===== src/rtl/cpu_pkg.sv =====
// Shared types and constants for the 8-bit accumulator CPU.
package cpu_pkg;

  localparam int DATA_W = 8;
  localparam int OPC_W  = 4;

  typedef enum logic [OPC_W-1:0] {
    OP_NOP = 4'h0,
    OP_LDA = 4'h1,
    OP_ADD = 4'h2,
    OP_SUB = 4'h3,
    OP_STA = 4'h4,
    OP_LDI = 4'h5,
    OP_JMP = 4'h6,
    OP_JC  = 4'h7,
    OP_JZ  = 4'h8,
    OP_OUT = 4'hE,
    OP_HLT = 4'hF
  } opcode_t;

  typedef enum logic [2:0] {
    BUS_NONE = 3'd0,
    BUS_PC   = 3'd1,
    BUS_RAM  = 3'd2,
    BUS_IR   = 3'd3,
    BUS_A    = 3'd4,
    BUS_ALU  = 3'd5
  } bus_sel_t;

  typedef enum logic [2:0] {
    ST_T0     = 3'd0,
    ST_T1     = 3'd1,
    ST_T2     = 3'd2,
    ST_T3     = 3'd3,
    ST_T4     = 3'd4,
    ST_HALTED = 3'd5
  } state_t;

  // Complete control word produced by the decoder for one cycle.
  typedef struct packed {
    logic     pc_inc;
    logic     pc_ld;
    logic     mar_ld;
    logic     ir_ld;
    logic     a_ld;
    logic     b_ld;
    logic     out_ld;
    logic     flags_ld;
    logic     ram_we;
    logic     alu_sub;
    bus_sel_t bus_sel;
  } ctrl_t;

  // Final execute T-state of each instruction; undefined opcodes behave as NOP.
  function automatic state_t last_step(input opcode_t op);
    case (op)
      OP_LDA, OP_STA: return ST_T3;
      OP_ADD, OP_SUB: return ST_T4;
      default:        return ST_T2;
    endcase
  endfunction

endpackage


===== src/rtl/control_decode.sv =====
// Combinational map of (state, opcode, flags) to the control word.
import cpu_pkg::*;

module control_decode (
  input  state_t  i_state,
  input  opcode_t i_opcode,
  input  logic    i_carry,
  input  logic    i_zero,
  input  logic    i_active,
  output ctrl_t   o_ctrl
);

  // Decode the current T-state and opcode into strobes and bus select.
  always_comb begin
    // NOTE: every output gets a default first so no path leaves it unassigned,
    // which would otherwise infer a latch; combinational blocks use '='.
    o_ctrl = '0;
    if (i_active) begin
      case (i_state)
        ST_T0: begin
          o_ctrl.bus_sel = BUS_PC;
          o_ctrl.mar_ld  = 1'b1;
        end
        ST_T1: begin
          o_ctrl.bus_sel = BUS_RAM;
          o_ctrl.ir_ld   = 1'b1;
          o_ctrl.pc_inc  = 1'b1;
        end
        ST_T2: begin
          case (i_opcode)
            OP_LDA, OP_ADD, OP_SUB, OP_STA: begin
              o_ctrl.bus_sel = BUS_IR;
              o_ctrl.mar_ld  = 1'b1;
            end
            OP_LDI: begin
              o_ctrl.bus_sel = BUS_IR;
              o_ctrl.a_ld    = 1'b1;
            end
            OP_JMP: begin
              o_ctrl.bus_sel = BUS_IR;
              o_ctrl.pc_ld   = 1'b1;
            end
            OP_JC: begin
              if (i_carry) begin
                o_ctrl.bus_sel = BUS_IR;
                o_ctrl.pc_ld   = 1'b1;
              end
            end
            OP_JZ: begin
              if (i_zero) begin
                o_ctrl.bus_sel = BUS_IR;
                o_ctrl.pc_ld   = 1'b1;
              end
            end
            OP_OUT: begin
              o_ctrl.bus_sel = BUS_A;
              o_ctrl.out_ld  = 1'b1;
            end
            default: ;
          endcase
        end
        ST_T3: begin
          case (i_opcode)
            OP_LDA: begin
              o_ctrl.bus_sel = BUS_RAM;
              o_ctrl.a_ld    = 1'b1;
            end
            OP_ADD, OP_SUB: begin
              o_ctrl.bus_sel = BUS_RAM;
              o_ctrl.b_ld    = 1'b1;
            end
            OP_STA: begin
              o_ctrl.bus_sel = BUS_A;
              o_ctrl.ram_we  = 1'b1;
            end
            default: ;
          endcase
        end
        ST_T4: begin
          if (i_opcode == OP_ADD || i_opcode == OP_SUB) begin
            o_ctrl.bus_sel  = BUS_ALU;
            o_ctrl.a_ld     = 1'b1;
            o_ctrl.flags_ld = 1'b1;
            o_ctrl.alu_sub  = (i_opcode == OP_SUB);
          end
        end
        default: ;
      endcase
    end
  end

endmodule


===== src/rtl/control_sequencer.sv =====
// T-state sequencer: holds the state register and next-state logic and
// drives the datapath strobes through control_decode.
import cpu_pkg::*;

module control_sequencer (
  input  logic              i_clk,
  input  logic              i_rst,
  input  logic              i_en,
  input  logic [DATA_W-1:0] i_ir,
  input  logic              i_carry,
  input  logic              i_zero,
  output logic              o_pc_inc,
  output logic              o_pc_ld,
  output logic              o_mar_ld,
  output logic              o_ir_ld,
  output logic              o_a_ld,
  output logic              o_b_ld,
  output logic              o_out_ld,
  output logic              o_flags_ld,
  output logic              o_ram_we,
  output logic              o_alu_sub,
  output logic [2:0]        o_bus_sel,
  output logic [2:0]        o_tstate,
  output logic              o_halted
);

  state_t  r_state;
  state_t  w_next;
  opcode_t w_opcode;
  ctrl_t   w_ctrl;
  logic    w_active;
  logic    w_unused_operand;

  assign w_opcode = opcode_t'(i_ir[DATA_W-1 -: OPC_W]);
  // The operand nibble reaches the bus through the datapath, not this block.
  assign w_unused_operand = ^i_ir[OPC_W-1:0];
  // Reset must silence strobes without waiting for a clock edge.
  assign w_active = i_en & ~i_rst;

  // Advance through fetch/execute; the last step of an instruction returns to T0.
  always_comb begin
    w_next = r_state;
    case (r_state)
      ST_T0: w_next = ST_T1;
      ST_T1: w_next = ST_T2;
      ST_T2, ST_T3, ST_T4: begin
        if (r_state == last_step(w_opcode))
          w_next = (w_opcode == OP_HLT) ? ST_HALTED : ST_T0;
        else
          w_next = state_t'(r_state + 3'd1);
      end
      ST_HALTED: w_next = ST_HALTED;
      default:   w_next = ST_T0;
    endcase
  end

  // State register; frozen while disabled, only reset leaves HALTED.
  always_ff @(posedge i_clk or posedge i_rst) begin
    // NOTE: sequential state uses '<=' so every flop samples pre-edge values.
    if (i_rst)
      r_state <= ST_T0;
    else if (i_en)
      r_state <= w_next;
  end

  control_decode u_decode (
    .i_state  (r_state),
    .i_opcode (w_opcode),
    .i_carry  (i_carry),
    .i_zero   (i_zero),
    .i_active (w_active),
    .o_ctrl   (w_ctrl)
  );

  assign o_pc_inc   = w_ctrl.pc_inc;
  assign o_pc_ld    = w_ctrl.pc_ld;
  assign o_mar_ld   = w_ctrl.mar_ld;
  assign o_ir_ld    = w_ctrl.ir_ld;
  assign o_a_ld     = w_ctrl.a_ld;
  assign o_b_ld     = w_ctrl.b_ld;
  assign o_out_ld   = w_ctrl.out_ld;
  assign o_flags_ld = w_ctrl.flags_ld;
  assign o_ram_we   = w_ctrl.ram_we;
  assign o_alu_sub  = w_ctrl.alu_sub;
  assign o_bus_sel  = w_ctrl.bus_sel;
  assign o_tstate   = (r_state == ST_HALTED) ? 3'd0 : r_state;
  assign o_halted   = (r_state == ST_HALTED);

endmodule


===== config.mk =====
export PLATFORM = sky130hd
export DESIGN_NAME = control_sequencer
export DESIGN_NICKNAME = d
export VERILOG_FILES = /design/src/rtl/cpu_pkg.sv /design/src/rtl/control_decode.sv /design/src/rtl/control_sequencer.sv
export SDC_FILE = /design/constraint.sdc
export NUM_CORES = 1
export LEC_CHECK = 0
export ABC_CLOCK_PERIOD_IN_PS = 2290
export CAP_MARGIN = 20
export CORE_MARGIN = 2
export CORE_UTILIZATION = 41
export DETAILED_ROUTE_END_ITERATION = 12
export MAX_ROUTING_LAYER = met4
export PLACE_DENSITY = 0.79
export REMOVE_ABC_BUFFERS = 1
export SETUP_SLACK_MARGIN = 0.3
export SLEW_MARGIN = 25
export SYNTH_ARGS = -nofsm -noshare
export SYNTH_HDL_FRONTEND = slang
export SYNTH_SLANG_ARGS = --single-unit

===== constraint.sdc =====
create_clock -name i_clk -period 2.29 [get_ports i_clk]
set_input_delay 0.458 -clock i_clk [delete_from_list [all_inputs] [get_ports i_clk]]
set_output_delay 0.458 -clock i_clk [all_outputs]
set_load 0.01 [all_outputs]

After elaboration in Yosys (flattened, before gate mapping)
Cells that the tools add are included.

Add/subtract/negate cells: 1. Bitwise operators: 2. Equal/unequal tests: 16. Mux-type cells: 32. Reduce and logical (&&, ||, !) cells: 8.

Operator list (number): $pmux W3 S4 (2); $eq A4 B3 Y1 const B (4); $mux W1 (16); $pmux W3 S5 (1); $mux W13 (1); $eq A4 B4 Y1 const B (3); $mux W3 (4); $pmux W3 S2 (2); $eq A4 B2 Y1 const B (2); $eq A3 B2 Y1 const B (2); $eq A3 B3 Y1 const B (2); $pmux W1 S3 (2); $reduce_or A3 Y1 (2); $reduce_or A6 Y1 (1); $eq A4 B1 Y1 const B (1); $mux W2 (2); $mux W4 (1); $reduce_or A2 Y1 (2); $reduce_or A4 Y1 (1); $add A3 B1 Y3 const B (1); $eq A3 B1 Y1 const B (1); $eq A3 B3 Y1 (1); $logic_not A3 Y1 (1); $pmux W1 S2 (1); other kinds (3) (3).

Flip-flop bits (word level): 3. Input port bits: 13. Output and inout port bits: 17.

Logic depth before layout (Yosys ltp)
Gate-level depths: netlist (run 1).

Depth in word-level cells: 7. Gate-level depth with buffers: 6. Gate-level depth less buffers: 6.

Cells and area by module
Synthesis (run 1) repeated with hierarchy kept, for this count alone.

Cell total of the unflattened synthesis: 107. Area total of the unflattened synthesis: 748.2 µm².

Modules (own cells, without submodules): control_sequencer (sequential area each 75.1 µm², cells an instance 47, times used 1, area each 376.6 µm²); control_decode (sequential area each 0.0 µm², cells an instance 60, times used 1, area each 371.6 µm²).

Worst setup path before layout (run 1)
No wires, ideal clock.

Path type: register -> output. Start point: register r_state[0]. End point: output port o_a_ld. Stages on the path, launching flop included: 7. Arrival time: 1.442 ns. Path buffers: 0. Path slack: 0.390 ns. Cells stage by stage: dfrtp_1 inv_1 ha_1 nor2b_1 mux2_2 nand3_1 a21oi_1.

Word-level cells in the longest chain between the ends: 3. Elaborated cells on any way between the ends: 5. Classes of those cells: eq/ne: 3; mux: 2.

Ends and longest elaborated chain: start: declaration (RTL line control_sequencer.sv:27) `state_t r_state;`; start signal: assignment (RTL line control_sequencer.sv:63) `r_state <= w_next;`; $eq A3 B3 Y1 or $eq A3 B2 Y1 (tied branches) (RTL line control_decode.sv:19) `case (i_state)`; $pmux W1 S3 (*) (RTL line control_decode.sv:19); $mux W13 (*) (RTL line control_decode.sv:18) `if (i_active) begin`; end: declaration (RTL line control_sequencer.sv:16) `output logic o_a_ld,`.

Mark *: on every way between the ends. The rest lies on a longest branch, timed or not.

Worst setup path in the final report (run 1)
Start point: register r_state[0]. End point: output port o_bus_sel[2].

Word-level cells in the longest chain between the ends: 3. Elaborated cells on any way between the ends: 7. Classes of those cells: eq/ne: 4; mux: 2; reduce/logical: 1.

Ends and longest elaborated chain: $eq A3 B3 Y1, or another cell as far along (RTL line control_decode.sv:19); $pmux W3 S5 (*) (RTL line control_decode.sv:19); $mux W13 (*) (RTL line control_decode.sv:18); end: declaration (RTL line control_sequencer.sv:22) `output logic [2:0] o_bus_sel,`.

Marks and branches as above.

==> metrics, run 1 <==
Final Routed Wirelength=3450 microns; FMAX=452 MHz; P_leak=0.644 nW; end of the worst register-to-register path=r_state[2]; residual overflow from global routing=0; period utilization=96.6%; number of flip-flops under the largest register name=3; number of port buffers=25; Seq/Total Area, Yosys=11.2%; starting utilization of the core area=44.1%; Setup CP Type=reg -> out; maximum number of buffers from clock root to sink=2; worst reg-to-reg setup slack=0.34 ns; ports placed on the boundary=30; power after layout=1.36 mW; count of inserted antenna diode cells=0; routability congestion estimate from global placement=0.923; maximum number of pins on one net before global-route repair=12; pin slew with the least headroom to its limit=0.249 ns; library cell used as clock root buffer=sky130_fd_sc_hd__clkbuf_4; FF+latch count, synth=3; DRT antenna net count=0; TritonCTS Buffers=3; TritonCTS clock tree=yes; area enclosed by the die boundary=1980 sq um; number of endpoints failing setup at the final stage=0; depth of the worst register-to-register path=6; setup repair after global routing missed its margin=yes; number of flops mapped to enable cells by yosys=0; CTS clk-pin slew, worst paths=0.04 ns; pwr dens=984 nW/um^2; Net count, final=180; final design area excluding fillers=1390 sq um; highest ir drop seen on vdd=1.01 mV; Synth Warn #=0; number of failing hold endpoints at the final stage=0; instance area after placement=1140 sq um; synthesized netlist cell count=96; commonest cells in the netlist=14 x sky130_fd_sc_hd__nor2_1, 8 x sky130_fd_sc_hd__inv_1, 8 x sky130_fd_sc_hd__nand2_1, 7 x sky130_fd_sc_hd__a21oi_1, 5 x sky130_fd_sc_hd__ha_1; number of sinks handled by clock tree synthesis=3; initial antenna violation count=0; Setup crit end kind=primary output; vias post-DR=1082; wire length of the first global-routing pass=4500 microns; DRC Markers=0; number of DRC markers after the initial detailed-route iteration=63; data arrival at the endpoint of the critical path=1.75 ns; fillers=65; Routed wire per std cell=19.5 microns; relative max-transition margin=83.3%; final number of max-transition violations=0; worst hold margin=0.361 ns; least setup slack across all paths after layout=0.0779 ns; detailed-placement wirelength estimate=1890 microns; via count of the first global-routing pass=1009; core region area=1520 sq um; total iterations of the first detailed-routing run=4; top-area cell type share of the netlist area=11.2%; clock insertion delay at the later pin of the skew report=0.25 ns; number of rows created at floorplan=14; Die Ht=44.5 microns; class of the tightest hold or removal check=in -> async; biggest regs=r_state x3; crit path max fanout=3; top_reg_cell synth=sky130_fd_sc_hd__dfrtp_1; outcome=completed; pre-CTS setup slack=-0.495 ns; P&R area growth vs syn=106%; async set-or-reset flop fraction in the synthesized netlist=100%; fraction of final layout cells with drive strength greater than 1=68.3%; H-tree depth=1; worst flop-to-flop path startpoint=r_state[1]; synthesized area per cell=7.00 sq um; GRT Util Overall=32.0%; cell with the most instances after synthesis=sky130_fd_sc_hd__nor2_1; register bank with the most flops=r_state; top area cells in the synthesized netlist=sky130_fd_sc_hd__dfrtp_1 11%, sky130_fd_sc_hd__ha_1 9.3%, sky130_fd_sc_hd__nor2_1 7.8%; Max-Cap Viols=0; area of the mapped netlist=672 sq um; via density per instance=6.11; Netlist cell types=39; Critical Path Source Type=register; Min Clock Period, post-route=2.21 ns; post-synthesis cell type with the largest combined area=sky130_fd_sc_hd__dfrtp_1; Worst Skew=0.00723 ns; required time at the worst-slack endpoint=1.83 ns; width of the die=44.5 microns
-- logic make-up (layout without fill, tap and decap cells) --
logic type	Yosys count	in the layout	share of synthesized area, %
multiplexers	3	3	4.84
buffers and inverters	14	79	11.5
XOR/XNOR	2	2	2.61
AND/OR/NAND/NOR	45	45	35.9
flip-flops	3	3	11.2
AO/OA/AOI/OAI	24	24	24.6
adder cells (fa/ha/maj)	5	5	9.31
-- through the flow --
| stage | cells | util (%) | setup TNS, ns |
|---|---|---|---|
| after floorplan | 90 | - | 0 |
| after global placement | 164 | 75.0 | -4.07 |
| after detailed placement | 164 | 75.0 | -4.81 |
| after CTS | 172 | 86.6 | 0 |
| after global routing | 177 | 90.9 | 0 |
| final | 177 | 90.9 | 0 |
-- what timing repair did --
action / CTS / global route
setup buffers: 4 / 5
endpoints found under the setup margin: 19 / 18
resized for setup: 104 / 23
pin swaps: 15 / 4
hold buffers: 0 / 0
-- power breakdown --
group	switching, mW	internal (mW)
logic	0.571	0.577
registers	0.0330	0.0815
clock network	0.0352	0.0658
total	0.639	0.724
-- cell type report --
class	instances	area, sq um	share of cell area, %
tap	16	20.0	1.45
sequential	3	76.3	5.51
multi-input combinational	79	716	51.7
inverter	8	33.8	2.44
clock buffer	4	26.3	1.90
timing repair buffer	67	513	37.0
-- layout by cell type (no fill, tap or decap), types with 2 or more instances in the layout --
| cell | instances |
|---|---|
| sky130_fd_sc_hd__clkdlybuf4s15_2 | 6 |
| sky130_fd_sc_hd__dlygate4sd2_1 | 4 |
| sky130_fd_sc_hd__inv_1 | 4 |
| sky130_fd_sc_hd__clkbuf_2 | 4 |
| sky130_fd_sc_hd__nand2_1 | 5 |
| sky130_fd_sc_hd__mux2_2 | 2 |
| sky130_fd_sc_hd__buf_6 | 4 |
| sky130_fd_sc_hd__nor4_2 | 2 |
| sky130_fd_sc_hd__clkbuf_4 | 3 |
| sky130_fd_sc_hd__buf_4 | 38 |
| sky130_fd_sc_hd__or2b_2 | 3 |
| sky130_fd_sc_hd__dfrtp_1 | 2 |
| sky130_fd_sc_hd__inv_2 | 3 |
| sky130_fd_sc_hd__a21oi_2 | 2 |
| sky130_fd_sc_hd__buf_2 | 10 |
| sky130_fd_sc_hd__nor2_1 | 7 |
| sky130_fd_sc_hd__o21ai_0 | 2 |
| sky130_fd_sc_hd__a21oi_1 | 5 |
| sky130_fd_sc_hd__ha_4 | 4 |
| sky130_fd_sc_hd__nand2b_1 | 2 |
| sky130_fd_sc_hd__nor3_1 | 2 |
| sky130_fd_sc_hd__o21ai_1 | 2 |
| sky130_fd_sc_hd__nand3_1 | 3 |
| sky130_fd_sc_hd__nor2_2 | 6 |
| sky130_fd_sc_hd__nand2_2 | 2 |
-- worst max path at each step --
stage	from	end	slack [ns]
3_5_place_dp	i_ir[5]	o_bus_sel[1]	-0.49
2_1_floorplan	r_state[0]	o_a_ld	0.39
4_1_cts	r_state[0]	o_bus_sel[2]	0.12
3_3_place_gp	i_ir[5]	o_bus_sel[1]	-0.41
6_report	r_state[0]	o_bus_sel[2]	0.08
5_1_grt	r_state[0]	o_bus_sel[2]	0.03
-- critical path, cell delays in order (launching register included) --
cell                      delay, ns
sky130_fd_sc_hd__dfrtp_1       0.41
sky130_fd_sc_hd__buf_6         0.14
sky130_fd_sc_hd__buf_6         0.12
sky130_fd_sc_hd__ha_4          0.17
sky130_fd_sc_hd__nor2_4        0.10
sky130_fd_sc_hd__nor2_2        0.05
sky130_fd_sc_hd__o31ai_4       0.21
sky130_fd_sc_hd__buf_4         0.15
sky130_fd_sc_hd__a21oi_2       0.03
sky130_fd_sc_hd__buf_2         0.13
-- metal layers --
layer,GRT usage [%],wire length [microns]
met3,3.27,241
met5,-,0
met2,54.8,1740
met4,20.0,153
met1,34.7,1320
(Power assumes the default switching activity.)
==> run 2: changes to the inputs <==
--- a/config.mk
+++ b/config.mk
@@ -9,6 +9,7 @@
 export CAP_MARGIN = 20
 export CORE_MARGIN = 2
 export CORE_UTILIZATION = 41
+export CTS_BUF_LIST = sky130_fd_sc_hd__clkbuf_16
 export DETAILED_ROUTE_END_ITERATION = 12
 export MAX_ROUTING_LAYER = met4
 export PLACE_DENSITY = 0.79
==> metrics, run 2 (synthesis gave the netlist of run 1 again) <==
number of sinks handled by clock tree synthesis=3; via count of the first global-routing pass=1095; maximum number of pins on one net before global-route repair=12; data arrival at the endpoint of the critical path=1.76 ns; net switching power=0.738 mW; class of the tightest hold or removal check=in -> async; pin slew with the least headroom to its limit=0.332 ns; detailed-placement wirelength estimate=1890 microns; count of buffer and inverter cells on the critical path=2; number of DRC markers after the initial detailed-route iteration=90; period utilization=96.8%; GRT Util Overall=38.7%; via density per instance=6.70; worst reg-to-reg setup slack=0.24 ns; number of port buffers=25; Cell Chain, Critical Path=ha_2 > ha_4 > o31ai_4 > buf_4 > a31oi_1 > buf_2; register bank with the most flops=r_state; relative max-transition margin=77.7%; H-tree depth=1; end of the worst register-to-register path=r_state[2]; Setup CP Type=reg -> out; final number of max-transition violations=0; residual overflow from global routing=0; number of rows created at floorplan=14; area enclosed by the die boundary=1980 sq um; Final Routed Wirelength=4300 microns; FMAX=451 MHz; crit path max fanout=7; Slowest-stage cell, CP=sky130_fd_sc_hd__dfrtp_2; Switching Fraction=45.0%; core region area=1520 sq um; Setup crit end kind=primary output; internal cell power=0.904 mW; TritonCTS clock tree=yes; P_leak=0.683 nW; starting utilization of the core area=44.1%; Worst path top cell family by delay=adder cells; most common library cell in the layout ignoring fill and taps=sky130_fd_sc_hd__buf_4; setup repair after global routing missed its margin=yes; biggest regs=r_state x3; number of endpoints failing setup at the final stage=0; DRT antenna net count=0; Die Ht=44.5 microns; count of inserted antenna diode cells=0; top library cells by usage in the layout, fill and taps aside=34 x sky130_fd_sc_hd__buf_4, 13 x sky130_fd_sc_hd__buf_2, 9 x sky130_fd_sc_hd__nor2_1; Min Clock Period, post-route=2.22 ns; wire length of the first global-routing pass=5310 microns; width of the die=44.5 microns; fraction of final layout cells with drive strength greater than 1=68.1%; CTS clk-pin slew, worst paths=0.03 ns; least setup slack across all paths after layout=0.0737 ns; ports placed on the boundary=30; Net count, final=179; Critical Path Source Type=register; outcome=completed; TritonCTS Buffers=3; Routed wire per std cell=24.4 microns; total iterations of the first detailed-routing run=4; power after layout=1.64 mW; slowest stage delay, CP=0.44 ns; Max-Cap Viols=0; highest ir drop seen on vdd=1.15 mV; initial antenna violation count=0; worst flop-to-flop path startpoint=r_state[0]; maximum number of buffers from clock root to sink=2; library cell used as clock root buffer=sky130_fd_sc_hd__clkbuf_16; number of failing hold endpoints at the final stage=0; DRC Markers=0; power share of the sequential group=7.4%; vias post-DR=1180; clock insertion delay at the later pin of the skew report=0.23 ns; Worst Skew=0.00128 ns; pre-CTS setup slack=-0.495 ns; P&R area growth vs syn=115%; depth of the worst register-to-register path=8; combinational fraction of design power=75.4%; number of flip-flops under the largest register name=3; Clk network pwr share=17.2%; routability congestion estimate from global placement=0.923; pwr dens=1130 nW/um^2; required time at the worst-slack endpoint=1.83 ns
## run 2: cell types whose count changed in the layout (fill, tap and decap cells not counted), sizes merged
| cell | delta |
|---|---|
| inv | +2 |
| clkdlybuf4s15 | -3 |
| clkinvlp | -1 |
| buf | +2 |
| clkbuf | -1 |
## run 2: worst min-delay path, cell delays in order
cell and delay, ns:
sky130_fd_sc_hd__dlygate4sd2_1 0.26, sky130_fd_sc_hd__inv_1 0.09, sky130_fd_sc_hd__buf_4 0.14
## run 2: layer usage
metal | routed length, microns | part of all wire (%) | up-vias | GRT usage, %
met5 | 0 | 0 | - | -
met4 | 357 | 8.3 | 0 | 24.2
met3 | 479 | 11 | 54 | 3.27
met2 | 2000 | 47 | 127 | 65.2
met1 | 1460 | 34 | 529 | 43.5
li1 | - | - | 470 | -
## run 2: what timing repair did
item                       in CTS  in global routing
setup endpoints to repair      19                 18
hold buffers                    0                  0
setup buffers                   5                  3
pin swaps                      15                 10
resized for setup             112                 25
## run 2: cell type report
class,instances,area [sq um]
Inverter,8,30.0
Clock inverter,1,3.75
Multi-Input combinational cell,79,744
Clock buffer,3,75.1
Fill cell,46,76.3
Timing Repair Buffer,66,497
Tap cell,16,20.0
Sequential cell,3,77.6
## run 2: power groups by stage
stage | Sequential, mW | Combinational (mW) | Clock (mW)
final | 0.121 | 1.24 | 0.282
after global routing | 0.121 | 1.26 | 0.285
after CTS | 0.111 | 0.981 | 0.282
after detailed placement | 0.108 | 0.743 | 0
after global placement | 0.107 | 0.718 | 0
after floorplan | 0.117 | 0.364 | 0
## run 2: through the flow
step | util (%) | hold slack, ns | TNS, ns | instances | cell area (sq um)
final | 95.0 | 0.402 | 0 | 176 | 1450
after global routing | 95.0 | 0.423 | 0 | 176 | 1450
after CTS | 91.1 | 0.362 | 0 | 173 | 1390
after detailed placement | 75.0 | 0.639 | -4.81 | 164 | 1140
after global placement | 75.0 | 0.642 | -4.07 | 164 | 1140
after floorplan | - | 0.220 | 0 | 90 | 624
## run 2: worst max path at each step
stage	start	slack [ns]	end	depth (start not counted)
final	r_state[1]	0.07	o_bus_sel[1]	6
after global routing	r_state[1]	0.07	o_bus_sel[1]	8
after CTS	r_state[0]	0.17	o_bus_sel[1]	7
after detailed placement	i_ir[5]	-0.49	o_bus_sel[1]	6
after global placement	i_ir[5]	-0.41	o_bus_sel[1]	6
after floorplan	r_state[0]	0.39	o_a_ld	6
